==> src/rtl/dc_block_pkg.sv <==
// rtl/dc_block_pkg.sv - shared states, defaults and sizing helper for the DC blocker controller
package dc_block_pkg;

    typedef enum logic [1:0] {
        ST_IDLE   = 2'd0,
        ST_SETTLE = 2'd1,
        ST_RUN    = 2'd2,
        ST_FROZEN = 2'd3
    } state_t;

    localparam int DEF_DATA_W           = 16;
    localparam int DEF_SETTLE_SAMPLES   = 4096;
    localparam int DEF_RESETTLE_SAMPLES = 64;

    // Counter must hold the larger of the two discard targets without wrapping
    function automatic int cnt_w(input int a, input int b);
        return $clog2(((a > b) ? a : b) + 1);
    endfunction

endpackage

==> src/rtl/dc_block_ctrl_if.sv <==
// rtl/dc_block_ctrl_if.sv - sample path between host, DC blocker and controller
interface dc_block_ctrl_if #(
    parameter int DATA_W = 16
);
    logic                     sample_valid_i;
    logic                     filt_en_o;
    logic                     filt_valid_i;
    logic signed [DATA_W-1:0] filt_data_i;
    logic signed [DATA_W-1:0] data_o;
    logic                     valid_o;

    modport master (
        output sample_valid_i, filt_valid_i, filt_data_i,
        input  filt_en_o, data_o, valid_o
    );

    modport slave (
        input  sample_valid_i, filt_valid_i, filt_data_i,
        output filt_en_o, data_o, valid_o
    );
endinterface

==> src/rtl/dc_settle_counter.sv <==
// rtl/dc_settle_counter.sv - discard counter with selectable settle/resettle target
module dc_settle_counter
    import dc_block_pkg::*;
#(
    parameter int SETTLE_SAMPLES   = DEF_SETTLE_SAMPLES,
    parameter int RESETTLE_SAMPLES = DEF_RESETTLE_SAMPLES
) (
    input  logic clk,
    input  logic rst_n,
    input  logic clr,
    input  logic sel_resettle,
    input  logic inc,
    output logic term
);
    localparam int CNT_W = cnt_w(SETTLE_SAMPLES, RESETTLE_SAMPLES);
    localparam logic [CNT_W-1:0] SETTLE_T   = CNT_W'(SETTLE_SAMPLES);
    localparam logic [CNT_W-1:0] RESETTLE_T = CNT_W'(RESETTLE_SAMPLES);
    localparam logic [CNT_W-1:0] MAX_T      = (SETTLE_T > RESETTLE_T) ? SETTLE_T : RESETTLE_T;

    logic [CNT_W-1:0] count;
    logic [CNT_W-1:0] target;

    always_ff @(posedge clk or negedge rst_n) begin
        if (!rst_n) begin
            count  <= '0;
            target <= SETTLE_T;
        end else if (clr) begin
            count  <= '0;
            target <= sel_resettle ? RESETTLE_T : SETTLE_T;
        end else if (inc && (count != MAX_T)) begin
            count <= count + 1'b1;
        end
    end

    // Terminal is true while the next counted output is the last one to discard
    assign term = (count == (target - 1'b1));

endmodule

==> src/rtl/dc_block_ctrl.sv <==
// rtl/dc_block_ctrl.sv - sequences DC blocker enable, settling discard and output gating
module dc_block_ctrl
    import dc_block_pkg::*;
#(
    parameter int DATA_W           = DEF_DATA_W,
    parameter int SETTLE_SAMPLES   = DEF_SETTLE_SAMPLES,
    parameter int RESETTLE_SAMPLES = DEF_RESETTLE_SAMPLES
) (
    input  logic                 clk,
    input  logic                 rst_n,
    input  logic                 start_i,
    input  logic                 stop_i,
    input  logic                 freeze_i,
    dc_block_ctrl_if.slave       bus,
    output logic                 settled_o,
    output logic                 drop_err_o,
    output logic [1:0]           state_o
);
    state_t                   state;
    logic                     settled_once;
    logic                     acc_d;
    logic                     drop_err;
    logic                     valid_q;
    logic signed [DATA_W-1:0] data_q;

    logic start_ok;
    logic accepted;
    logic emit;
    logic cnt_clr;
    logic cnt_inc;
    logic cnt_sel;
    logic cnt_term;

    assign start_ok = !stop_i && (state == ST_IDLE) && start_i;
    assign accepted = bus.sample_valid_i && bus.filt_en_o;
    // Nothing is emitted on a cycle that is leaving RUN, so valid_o never shows outside RUN
    assign emit     = (state == ST_RUN) && bus.filt_valid_i && !stop_i && !freeze_i;
    assign cnt_clr  = start_ok || (!stop_i && (state == ST_FROZEN) && !freeze_i);
    assign cnt_sel  = (state == ST_FROZEN) && settled_once;
    assign cnt_inc  = (state == ST_SETTLE) && bus.filt_valid_i && !stop_i && !freeze_i;

    dc_settle_counter #(
        .SETTLE_SAMPLES   (SETTLE_SAMPLES),
        .RESETTLE_SAMPLES (RESETTLE_SAMPLES)
    ) u_settle_counter (
        .clk          (clk),
        .rst_n        (rst_n),
        .clr          (cnt_clr),
        .sel_resettle (cnt_sel),
        .inc          (cnt_inc),
        .term         (cnt_term)
    );

    always_ff @(posedge clk or negedge rst_n) begin
        if (!rst_n) begin
            state        <= ST_IDLE;
            settled_once <= 1'b0;
            acc_d        <= 1'b0;
            drop_err     <= 1'b0;
            valid_q      <= 1'b0;
            data_q       <= '0;
        end else begin
            acc_d   <= accepted;
            valid_q <= emit;
            if (emit) begin
                data_q <= bus.filt_data_i;
            end
            if (start_ok) begin
                drop_err <= 1'b0;
            end else if (accepted && acc_d) begin
                drop_err <= 1'b1;
            end

            if (stop_i) begin
                state <= ST_IDLE;
            end else begin
                case (state)
                    ST_IDLE: begin
                        if (start_i) begin
                            state        <= ST_SETTLE;
                            settled_once <= 1'b0;
                        end
                    end
                    ST_SETTLE: begin
                        if (freeze_i) begin
                            state <= ST_FROZEN;
                        end else if (bus.filt_valid_i && cnt_term) begin
                            state        <= ST_RUN;
                            settled_once <= 1'b1;
                        end
                    end
                    ST_RUN: begin
                        if (freeze_i) begin
                            state <= ST_FROZEN;
                        end
                    end
                    ST_FROZEN: begin
                        if (!freeze_i) begin
                            state <= ST_SETTLE;
                        end
                    end
                    default: state <= ST_IDLE;
                endcase
            end
        end
    end

    assign bus.filt_en_o = (state == ST_SETTLE) || (state == ST_RUN);
    assign bus.valid_o   = valid_q;
    assign bus.data_o    = data_q;
    assign settled_o     = (state == ST_RUN);
    assign drop_err_o    = drop_err;
    assign state_o       = state;

endmodule

==> src/flat_wrapper.sv <==
// flat-port wrapper written by rule: the top's interface ports become plain ports
module dc_block_ctrl_flat import dc_block_pkg::*;
#(
    parameter int DATA_W           = DEF_DATA_W,
    parameter int SETTLE_SAMPLES   = DEF_SETTLE_SAMPLES,
    parameter int RESETTLE_SAMPLES = DEF_RESETTLE_SAMPLES
)
  (clk, rst_n, start_i, stop_i, freeze_i, settled_o, drop_err_o, state_o, bus_sample_valid_i, bus_filt_valid_i, bus_filt_data_i, bus_filt_en_o, bus_data_o, bus_valid_o);
  dc_block_ctrl_if #(.DATA_W(DATA_W)) bus_i ();
  input  logic clk;
  input  logic rst_n;
  input  logic start_i;
  input  logic stop_i;
  input  logic freeze_i;
  output logic settled_o;
  output logic drop_err_o;
  output logic [1:0] state_o;
  input wire logic [$bits(bus_i.sample_valid_i)-1:0] bus_sample_valid_i;
  input wire logic [$bits(bus_i.filt_valid_i)-1:0] bus_filt_valid_i;
  input wire logic [$bits(bus_i.filt_data_i)-1:0] bus_filt_data_i;
  output wire logic [$bits(bus_i.filt_en_o)-1:0] bus_filt_en_o;
  output wire logic [$bits(bus_i.data_o)-1:0] bus_data_o;
  output wire logic [$bits(bus_i.valid_o)-1:0] bus_valid_o;
  assign bus_i.sample_valid_i = bus_sample_valid_i;
  assign bus_i.filt_valid_i = bus_filt_valid_i;
  assign bus_i.filt_data_i = bus_filt_data_i;
  assign bus_filt_en_o = bus_i.filt_en_o;
  assign bus_data_o = bus_i.data_o;
  assign bus_valid_o = bus_i.valid_o;
  dc_block_ctrl #(.DATA_W(DATA_W), .SETTLE_SAMPLES(SETTLE_SAMPLES), .RESETTLE_SAMPLES(RESETTLE_SAMPLES)) u_core (.clk(clk), .rst_n(rst_n), .start_i(start_i), .stop_i(stop_i), .freeze_i(freeze_i), .bus(bus_i), .settled_o(settled_o), .drop_err_o(drop_err_o), .state_o(state_o));
endmodule
==> config.mk <==
export PLATFORM = sky130hd
export DESIGN_NAME = dc_block_ctrl_flat
export DESIGN_NICKNAME = d
export VERILOG_FILES = /design/src/rtl/dc_block_pkg.sv /design/src/rtl/dc_block_ctrl_if.sv /design/src/rtl/dc_settle_counter.sv /design/src/rtl/dc_block_ctrl.sv /design/src/flat_wrapper.sv
export SDC_FILE = /design/constraint.sdc
export NUM_CORES = 1
export LEC_CHECK = 0
export BUFFER_PORTS_ARGS = -buffer_cell sky130_fd_sc_hd__buf_2
export CAP_MARGIN = 5
export CORE_UTILIZATION = 55
export CTS_CLUSTER_DIAMETER = 100
export DETAILED_ROUTE_END_ITERATION = 8
export GPL_ROUTABILITY_DRIVEN = 0
export PLACE_DENSITY = 0.83
export SYNTH_ARGS = -nofsm -noshare
export SYNTH_HDL_FRONTEND = slang
export SYNTH_SLANG_ARGS = --single-unit
==> constraint.sdc <==
create_clock -name clk -period 2.86 [get_ports clk]
set_clock_uncertainty 0.2 [all_clocks]
set_input_delay 0.286 -clock clk [delete_from_list [all_inputs] [get_ports clk]]
set_output_delay 0.286 -clock clk [all_outputs]
set_load 0.005 [all_outputs]
==> flow_metrics.py <==
metrics = {
    "synthesis": {
        "synth.avg_cell_area_um2": 11.2,
        "synth_cell_types": 37,
        "synth_largest_area_cell": "dfrtp_1",
        "netlist.area_leader.share_pct": 50.5,
        "synth.cell_area_um2": 1790,
        "ys_seq_elements": 37,
        "syn-num-nets": 188,
        "yosys_warnings": 0,
        "ys_top_cells_by_area": "dfrtp_1 (50%), mux2_1 (10%), xor2_1 (5.4%), ha_1 (4.2%), nor2_1 (3.8%)",
        "synthCells": 159,
        "seq_area_frac_synth_pct": 51.9,
    },
    "sta": {
        "worstMarginPinSlew_ps": 755,
        "finalHoldViolations": 0,
        "setup_violations": 0,
        "tns_ps": 0,
        "drv_slew": 0,
        "maxSlewHeadroom_pct": 49.6,
        "finalWorstSetupSlack_ps": 675,
        "rsz0062_at_grt": "no",
        "fmax_mhz": 458,
        "period_share_pct": 76.4,
        "period_needed_ps": 2190,
    },
    "detailed_routing": {
        "vias_per_cell": 5.21,
        "vias": 1412,
        "drt-initial-drc-count": 50,
        "wl_per_cell_um": 13.7,
        "route.detailed.drc": 0,
        "first_pass_iters": 4,
        "ant_nets": 0,
        "routed_wl_mm": 3.71,
    },
    "power_and_ir_drop": {
        "peakVddDrop_mv": 0.389,
        "leakagePower_nw": 1.20,
        "finalPower_mw": 1.62,
        "power.density_cell_area_nw_per_um2": 693,
    },
    "floorplan": {
        "rows": 20,
        "design.core.area_um2": 3080,
        "initial_core_util_pct": 58.0,
        "dieWidth_um": 59.0,
        "die_area_um2": 3480,
        "die_y_um": 59.0,
        "boundaryPins": 45,
    },
    "clock_tree": {
        "cts.sinks": 37,
        "clockBufferDepth": 2,
        "cts-root-buf": "clkbuf_4",
        "cts_buffers": 5,
        "clkSlewWorstSetupHoldPaths_ps": 120,
        "ctsHoldBuffers": 19,
        "post_cts_buffers": 0,
        "post_cts_resized": 0,
        "cts_tree": "built",
        "clkLatencyLatePin_ps": 350,
        "h-tree-depth": 2,
    },
    "grt": {
        "antenna_found_initial": 0,
        "grt_max_degree": 38,
        "grt_pass1_wl_mm": 6.11,
        "grt_pass1_vias": 1396,
        "grt-ovfl-total": 0,
        "grtUsageTotal_pct": 24.2,
    },
    "cells_and_area": {
        "mostFrequentLayoutCells": "buf_2 (44), dfrtp_1 (36), dlygate4sd3_1 (19), nor2_1 (18), mux2_1 (16)",
        "num-fill-cells": 198,
        "layout-drive-gt1-share_pct": 26.4,
        "n_antenna_cell": 0,
        "syn_to_final_growth_pct": 31.2,
        "final_util_pct": 76.1,
        "layout_commonest_cell": "buf_2",
        "final_nets": 255,
        "layout.cells.non_filler": 271,
    },
    "worst_setup_path": {
        "rr_worst_depth": 4,
        "path_depth": 4,
        "slowest_stage": "and3_1",
        "cpPeakStageDelay_ps": 660,
        "cp_cell_sequence": "inv_1, ha_1, and3_1, mux2_1",
        "cp-end-kind": "flop",
        "critPathMaxFanout": 17,
        "cp.required_ps": 2890,
        "arrival_ps": 2220,
        "cp_top_family": "simple AND/OR/NAND/NOR gates",
        "path_class": "reg2reg",
        "startpoint_type": "flop",
        "crit_buf_inv": 1,
    },
    "place": {
        "portBuffers": 44,
        "dp_slack_ps": 709,
        "hpwl_mm": 2.41,
        "place_inst": 244,
    },
    "worst_hold_path": {
        "hold_depth": 4,
        "hold_class": "in2reg",
    },
    "outcome": {
        "outcome": "completed",
    },
    "flow_run": {
        "cap_violations": 0,
    },
}
-- kinds of logic (layout without fill, tap and decap cells) --
group	after synthesis	after routing	synth area share, %
xor+xnor	13	13	6.38
flops	37	37	51.9
compound gates	17	17	7.29
buf+inv	13	81	2.94
simple gates	57	57	17.2
fa+ha+maj	6	6	4.20
mux	16	16	10.1
-- flip-flops by register name, summed over array words and instances, names as in the netlist --
name	count
u_core.bus.data_o	16
u_core.bus.valid_o	1
u_core.u_settle_counter.target	2
u_core.settled_once	1
u_core.drop_err_o	1
u_core.acc_d	1
u_core.u_settle_counter.count	13
u_core.state_o	2
-- final timing paths --
path	from	endpoint	slack, ps
setup / recovery	u_core.state_o[0]	u_core.bus.data_o[9]	670
hold reg to reg	u_core.bus.data_o[13]	u_core.bus.data_o[13]	290
hold / removal	start_i	u_core.drop_err_o	70
max in group asynchronous	rst_n	u_core.state_o[1]	1640
min in group asynchronous	rst_n	u_core.bus.data_o[15]	330
setup reg to reg	u_core.state_o[0]	u_core.bus.data_o[9]	670
-- synth_stat cells --
cell,n
dfrtp_1,36
nor2_1,18
mux2_1,16
xor2_1,11
inv_1,9
nand3_1,8
ha_1,6
nand2_1,5
nand4_1,5
a21oi_1,4
and3_1,4
a211o_1,3
and2_1,3
buf_2,3
nor4_1,3
a31oi_1,2
o21ai_0,2
xnor2_1,2
a211oi_4,1
a21o_1,1
a21oi_2,1
and2_2,1
and2b_1,1
and3_2,1
clkbuf_1,1
dfstp_2,1
nand3b_1,1
nand4bb_1,1
nor3_1,1
nor4bb_1,1
o21a_1,1
o21ai_2,1
o41ai_1,1
or3_1,1
or3_2,1
or3b_1,1
or4_1,1
-- through the flow --
stage	instance area, µm²	hold WS [ps]
6_report	2340	69.0
3_3_place_gp	2050	189
4_1_cts	2340	63.9
3_5_place_dp	2050	217
5_1_grt	2340	73.2
2_1_floorplan	1790	-210
-- layer usage --
metal | wire length, µm | GRT usage [%] | vias to the layer above
li1 | - | - | 691
met4 | 51 | 9.18 | 0
met5 | 0 | 0 | -
met2 | 1800 | 40.4 | 37
met1 | 1670 | 30.2 | 676
met3 | 190 | 6.33 | 8
-- final cells by class --
cell class | count | area (µm²) | share of cell area (%)
Tap cell | 44 | 55.1 | 2.35
Timing Repair Buffer | 64 | 418 | 17.8
Sequential cell | 37 | 927 | 39.6
Inverter | 9 | 33.8 | 1.44
Clock inverter | 3 | 65.1 | 2.78
Clock buffer | 5 | 37.5 | 1.60
Multi-Input combinational cell | 109 | 806 | 34.4
-- worst reg2reg max path: stages, from the launching register on --
cell	delay [ps]
dfrtp_1	430
inv_1	120
ha_1	250
and3_1	660
mux2_1	420
-- power by group --
| group | leakage (nW) | internal [mW] | switching, mW |
|---|---|---|---|
| registers | 0.500 | 0.651 | 0.0749 |
| logic | 0.643 | 0.233 | 0.225 |
| clock network | 0.0552 | 0.271 | 0.168 |
| total | 1.20 | 1.15 | 0.468 |
Power figures use the tool's default switching activity.
